--- src/rtl/seq_pkg.sv ---
// Shared definitions for the serial pattern transmitter and detector blocks.
// Holds the FSM state encoding, default sizes and a counter-width helper.
package seq_pkg;

    typedef enum logic [1:0] {
        IDLE,
        SEND,
        GAP_WAIT,
        DONE
    } state_t;

    localparam int SEQ_SIZE     = 4;
    localparam int SEQ_GAP      = 2;
    localparam int SEQ_REPEAT_W = 4;

    // Width needed to hold values 0..n-1, never narrower than one bit.
    function automatic int cnt_w(input int n);
        return (n > 1) ? $clog2(n) : 1;
    endfunction

endpackage

--- src/rtl/seq_piso.sv ---
// Parallel-in serial-out shift register, MSB first.
// Load has priority over shift; vacated LSBs fill with zero.
module seq_piso #(
    parameter int SIZE = 4
) (
    input  logic            clk,
    input  logic            reset,
    input  logic            load,
    input  logic            shift,
    input  logic [SIZE-1:0] din,
    output logic            msb
);

    logic [SIZE-1:0] q;

    always_ff @(posedge clk or posedge reset) begin
        if (reset) begin
            q <= '0;
        end else if (load) begin
            q <= din;
        end else if (shift) begin
            q <= {q[SIZE-2:0], 1'b0};
        end
    end

    assign msb = q[SIZE-1];

endmodule

--- src/rtl/seq_pattern_tx.sv ---
// Serial pattern transmitter: sends a captured pattern MSB-first,
// repeat_cnt+1 times, with GAP idle cycles between frames.
module seq_pattern_tx
    import seq_pkg::*;
#(
    parameter int SIZE     = SEQ_SIZE,
    parameter int REPEAT_W = SEQ_REPEAT_W,
    parameter int GAP      = SEQ_GAP
) (
    input  logic                clk,
    input  logic                reset,
    input  logic                start,
    input  logic                abort,
    input  logic [SIZE-1:0]     pattern,
    input  logic [REPEAT_W-1:0] repeat_cnt,
    output logic                ready,
    output logic                out,
    output logic                out_valid,
    output logic                frame_start,
    output logic                done
);

    localparam int BW = cnt_w(SIZE);
    localparam int GW = cnt_w(GAP + 1);

    state_t              state;
    logic [BW-1:0]       bit_idx;
    logic [REPEAT_W-1:0] fcnt;
    logic [GW-1:0]       gcnt;
    logic [SIZE-1:0]     pat_q;

    logic            last_bit;
    logic            gap_last;
    logic            more;
    logic            piso_load;
    logic            piso_shift;
    logic [SIZE-1:0] piso_din;
    logic            piso_msb;

    assign last_bit = (bit_idx == BW'(SIZE - 1));
    assign gap_last = (gcnt == GW'(GAP - 1));
    assign more     = (fcnt != '0);

    // Shift register control mirrors the FSM transitions below.
    always_comb begin
        piso_load  = 1'b0;
        piso_shift = 1'b0;
        piso_din   = pat_q;
        unique case (state)
            IDLE: begin
                if (start && !abort) begin
                    piso_load = 1'b1;
                    piso_din  = pattern;
                end
            end
            SEND: begin
                if (!abort) begin
                    if (last_bit && more && GAP == 0) begin
                        piso_load = 1'b1;
                    end else begin
                        piso_shift = 1'b1;
                    end
                end
            end
            GAP_WAIT: begin
                if (!abort && gap_last) begin
                    piso_load = 1'b1;
                end
            end
            default: ;
        endcase
    end

    seq_piso #(
        .SIZE(SIZE)
    ) u_piso (
        .clk  (clk),
        .reset(reset),
        .load (piso_load),
        .shift(piso_shift),
        .din  (piso_din),
        .msb  (piso_msb)
    );

    always_ff @(posedge clk or posedge reset) begin
        if (reset) begin
            state   <= IDLE;
            bit_idx <= '0;
            fcnt    <= '0;
            gcnt    <= '0;
            pat_q   <= '0;
        end else if (abort && state != IDLE) begin
            state <= IDLE;
        end else begin
            unique case (state)
                IDLE: begin
                    if (start && !abort) begin
                        pat_q   <= pattern;
                        fcnt    <= repeat_cnt;
                        bit_idx <= '0;
                        state   <= SEND;
                    end
                end
                SEND: begin
                    bit_idx <= bit_idx + 1'b1;
                    if (last_bit) begin
                        bit_idx <= '0;
                        if (!more) begin
                            state <= DONE;
                        end else begin
                            fcnt <= fcnt - 1'b1;
                            if (GAP == 0) begin
                                state <= SEND;
                            end else begin
                                gcnt  <= '0;
                                state <= GAP_WAIT;
                            end
                        end
                    end
                end
                GAP_WAIT: begin
                    if (gap_last) begin
                        bit_idx <= '0;
                        state   <= SEND;
                    end else begin
                        gcnt <= gcnt + 1'b1;
                    end
                end
                DONE: begin
                    state <= IDLE;
                end
                default: begin
                    state <= IDLE;
                end
            endcase
        end
    end

    assign ready       = (state == IDLE);
    assign out_valid   = (state == SEND);
    assign out         = out_valid & piso_msb;
    assign frame_start = out_valid && (bit_idx == '0);
    assign done        = (state == DONE);

endmodule

--- config.mk ---
export PLATFORM = sky130hd
export DESIGN_NAME = seq_pattern_tx
export DESIGN_NICKNAME = d
export VERILOG_FILES = /design/src/rtl/seq_pkg.sv /design/src/rtl/seq_piso.sv /design/src/rtl/seq_pattern_tx.sv
export SDC_FILE = /design/constraint.sdc
export NUM_CORES = 1
export LEC_CHECK = 0
export CORE_MARGIN = 1
export CORE_UTILIZATION = 50
export DETAILED_ROUTE_END_ITERATION = 8
export GPL_TIMING_DRIVEN = 0
export PLACE_DENSITY = 0.71
export SYNTH_ARGS = -nofsm -noshare
export SYNTH_HDL_FRONTEND = slang
export SYNTH_SLANG_ARGS = --single-unit
export TNS_END_PERCENT = 20
--- constraint.sdc ---
create_clock -name clk -period 5.1 [get_ports clk]
set_clock_uncertainty 0.15 [all_clocks]
set_input_delay 0.51 -clock clk [delete_from_list [all_inputs] [get_ports clk]]
set_output_delay 0.51 -clock clk [all_outputs]
set_load 0.01 [all_outputs]
==> implementation parameters <==
Parameter                              Value

Outcome
  Outcome ... finished clean

Floorplanning
  Effective utilization at floorplan ... 0.533
  Floorplan die width ... 47.7 microns
  Number of cell rows ... 16
  Core ar. ... 1960 sq um
  Die outline area ... 2280 sq um
  Top Ports ... 17
  Die Y-Extent ... 47.7 microns

GRT
  Global-route wire length before repair ... 2.86 mm
  Via count of the first global-routing pass ... 665
  Met3 track utilization from global routing ... 0.0226
  Met2 track demand over resource in global routing ... 0.281
  Met1 demand-to-capacity share in global routing ... 0.250
  Most used routing layer ... met2
  Initial antenna violation count ... 0
  GRT Total Usage ... 0.178
  Pin count of the biggest net entering global routing ... 19
  Total global routing overflow ... 0

Synth
  Post-synth EDFFs ... 0
  Most frequent cell after synthesis ... sky130_fd_sc_hd__dfrtp_1
  Number of warnings printed during yosys synthesis ... 0
  Post-Synth Simple-Gate Area ... 0.220
  Netlist area before placement ... 1050 sq um
  List of most frequent post-synthesis cells ... 18 x sky130_fd_sc_hd__dfrtp_1, 10 x sky130_fd_sc_hd__a21oi_1, 9 x sky130_fd_sc_hd__inv_1, 9 x sky130_fd_sc_hd__nor2_1, 8 x sky130_fd_sc_hd__nand2_1
  Cells after Synth ... 106
  Main combinational cell family by area after synthesis ... simple AND/OR/NAND/NOR gates
  Top flip-flop cell by instance count after synthesis ... sky130_fd_sc_hd__dfrtp_1
  Post-synthesis cell type with the largest combined area ... sky130_fd_sc_hd__dfrtp_1
  Xor/xnor cell area share of the yosys netlist ... 0
  Adder-cell area share of the yosys netlist ... 0.0598
  Area fraction in compound gates after synthesis ... 0.171
  Average cell area after synthesis ... 9.87 sq um
  Asr flop ratio synth ... 1.00
  Count of unique library cells instantiated by Yosys ... 38
  #FFs+latches synth ... 18
  Biggest area contributors in the synthesized netlist ... sky130_fd_sc_hd__dfrtp_1 43%, sky130_fd_sc_hd__ha_1 6.0%, sky130_fd_sc_hd__a21oi_1 4.8%
  Synth top area share ... 0.431
  Net count after synthesis ... 123
  Mux share of post-synthesis cell area ... 0.0562
  Share of synthesized area occupied by flip-flops and latches ... 0.431

Timing
  Pins Over Slew Limit ... 0
  Total negative setup slack ... 0 ps
  Unrepaired setup endpoints after global routing ... no
  Slew margin rel. ... 0.545
  FMAX ... 0.364 GHz
  Finish-stage setup viols ... 0
  Hold Vio Cnt, Final ... 0
  Final period demand of the worst path ... 2750 ps
  Share of the clock period used by the worst path after layout ... 0.539
  Worst-Margin Slew ... 682 ps

Clock network
  Gates resized, CTS repair ... 0
  Count of clock tree sinks ... 18
  CTS tree ... done
  Number of setup buffers added after CTS ... 0
  Maximum buffer depth of the clock tree ... 2
  Clock latency reported for the late side of the worst-skew pair ... 290 ps
  Clock-pin slew of the registers on the worst-case setup and hold paths ... 110 ps
  Cell chosen for the clock root ... sky130_fd_sc_hd__clkbuf_4
  Hold-fix buffers at CTS ... 0
  Inserted Clock Buffers ... 3
  Max H-tree Level ... 1

Routing
  Number of design-rule violations left by the first detailed-router iteration ... 11
  Count of TritonRoute iterations in the first routing pass ... 4
  Residual antenna-violating net count after detailed routing ... 0
  Vias ... 809
  DRC Markers ... 0
  Via density per instance ... 5.29
  Final wirelength ... 1.94 mm
  Post-detailed-route wirelength per cell ... 12.6 microns

Critical path
  Launch point of the worst reg-to-reg path ... state[1]
  R2R depth ... 4
  Crit. End Element ... output port
  Flop2flop setup slack ... 3060 ps
  Crit-path max FO ... 10
  Crit path required time ... 4440 ps
  Critical R2R Capture ... u_piso.q[1]
  Type of element launching the critical path ... flop
  Class of the most critical setup path ... flop to output port
  Arrival time at the worst endpoint ... 2090 ps

Cells and area
  Post-Layout Cell Count ... 153
  Number of diodes ... 0
  Post-route design area ... 1280 sq um
  Number of filler instances in the final layout ... 186
  Layout cells sized above 1 ... 0.151
  Area growth from synthesis to final layout ... 22.0%
  Final Net Count ... 144

Place
  Final weighted congestion in routability-driven placement ... 0.791
  Placed wire-length estimate after detailed placement ... 1.48 mm
  Number of port buffers ... 16
  Number of instances in the placed design ... 149
  Area of placed instances ... 1240 sq um

Power and ir drop
  Pwr Density ... 422 nW/um^2
  VDD IR max ... 0.268 mV
  Leakage Power ... 0.545 nW

Worst hold path
  Endpoint with the worst hold slack ... pat_q[0]
  Start point of the worst min-delay path ... pat_q[0]
  Worst hold stages ... 1
  Worst min-delay path class ... flop to flop

Flow run
  Count of maximum capacitance violations ... 0
[cells in the final DEF (no fill, tap or decap), types with 2 or more instances in the layout]
cell type,Yosys,layout
sky130_fd_sc_hd__clkbuf_4,0,3
sky130_fd_sc_hd__ha_1,5,5
sky130_fd_sc_hd__nand2b_1,3,3
sky130_fd_sc_hd__a221o_1,2,2
sky130_fd_sc_hd__nand3_1,3,3
sky130_fd_sc_hd__nand2_1,8,8
sky130_fd_sc_hd__clkdlybuf4s50_1,0,16
sky130_fd_sc_hd__inv_1,9,9
sky130_fd_sc_hd__mux2_2,3,3
sky130_fd_sc_hd__nor2_1,9,9
sky130_fd_sc_hd__nor3_1,2,2
sky130_fd_sc_hd__dfrtp_1,18,18
sky130_fd_sc_hd__a21oi_1,10,10
sky130_fd_sc_hd__o21ai_0,4,4
sky130_fd_sc_hd__clkbuf_1,2,2
sky130_fd_sc_hd__and2_1,4,4
[power breakdown]
part / switching, mW / total (mW) / internal [mW]
logic: 0.109 / 0.221 / 0.113
clock network: 0.0446 / 0.0881 / 0.0435
registers: 0.0315 / 0.230 / 0.198
total: 0.185 / 0.539 / 0.354
[layer usage]
metal | routed length, microns | share of wire
met1 | 940 | 0.49
met2 | 892 | 0.46
met3 | 79 | 0.041
met4 | 21 | 0.011
met5 | 0 | 0
[logic make-up (layout without fill, tap and decap cells)]
| logic type | Yosys count | after routing |
|---|---|---|
| buffers and inverters | 14 | 34 |
| flip-flops | 18 | 18 |
| adder cells (fa/ha/maj) | 5 | 5 |
| multiplexers | 5 | 5 |
| AO/OA/AOI/OAI | 26 | 26 |
| AND/OR/NAND/NOR | 38 | 38 |
[worst max-delay path, stage by stage (launching register included)]
cell                              delay [ps]
sky130_fd_sc_hd__dfrtp_1                 390
sky130_fd_sc_hd__buf_6                   150
sky130_fd_sc_hd__nand2b_1                230
sky130_fd_sc_hd__inv_1                   130
sky130_fd_sc_hd__buf_2                   210
sky130_fd_sc_hd__and2_1                  160
sky130_fd_sc_hd__clkdlybuf4s50_1         530
[metrics by stage]
| stage | hold WS (ps) | total power, mW | util | setup slack (ps) |
|---|---|---|---|---|
| 2_1_floorplan | 299 | 0.389 | - | 3240 |
| 3_3_place_gp | 331 | 0.445 | 0.632 | 2540 |
| 3_5_place_dp | 337 | 0.458 | 0.632 | 2530 |
| 4_1_cts | 362 | 0.547 | 0.651 | 2330 |
| 5_1_grt | 377 | 0.583 | 0.651 | 2220 |
| 6_report | 356 | 0.539 | 0.651 | 2350 |
[layout make-up]
cell class                 count  area (sq um)  share of cell area
sequential                    18           450               0.353
timing repair buffer          16           160               0.125
inverter                       9          33.8              0.0265
clock buffer                   4          36.3              0.0284
multi-input combinational     74           531               0.416
buffer                         5          31.3              0.0245
tap                           27          33.8              0.0265
[worst max path at each step]
stage | end | from | cells past startpoint | slack [ps]
floorplan | u_piso.q[1] | state[1] | 4 | 3240
CTS | frame_start | state[1] | 6 | 2330
finish | frame_start | state[1] | 6 | 2350
global route | out | state[1] | 6 | 2220
global placement | u_piso.q[1] | abort | 4 | 2540
detailed placement | u_piso.q[1] | abort | 4 | 2530
[flip-flops by register name, indices dropped and copies added (netlist names)]
name,flops
state,2
gcnt,2
bit_idx,2
u_piso.q,4
fcnt,4
pat_q,4
Power figures use the tool's default switching activity.
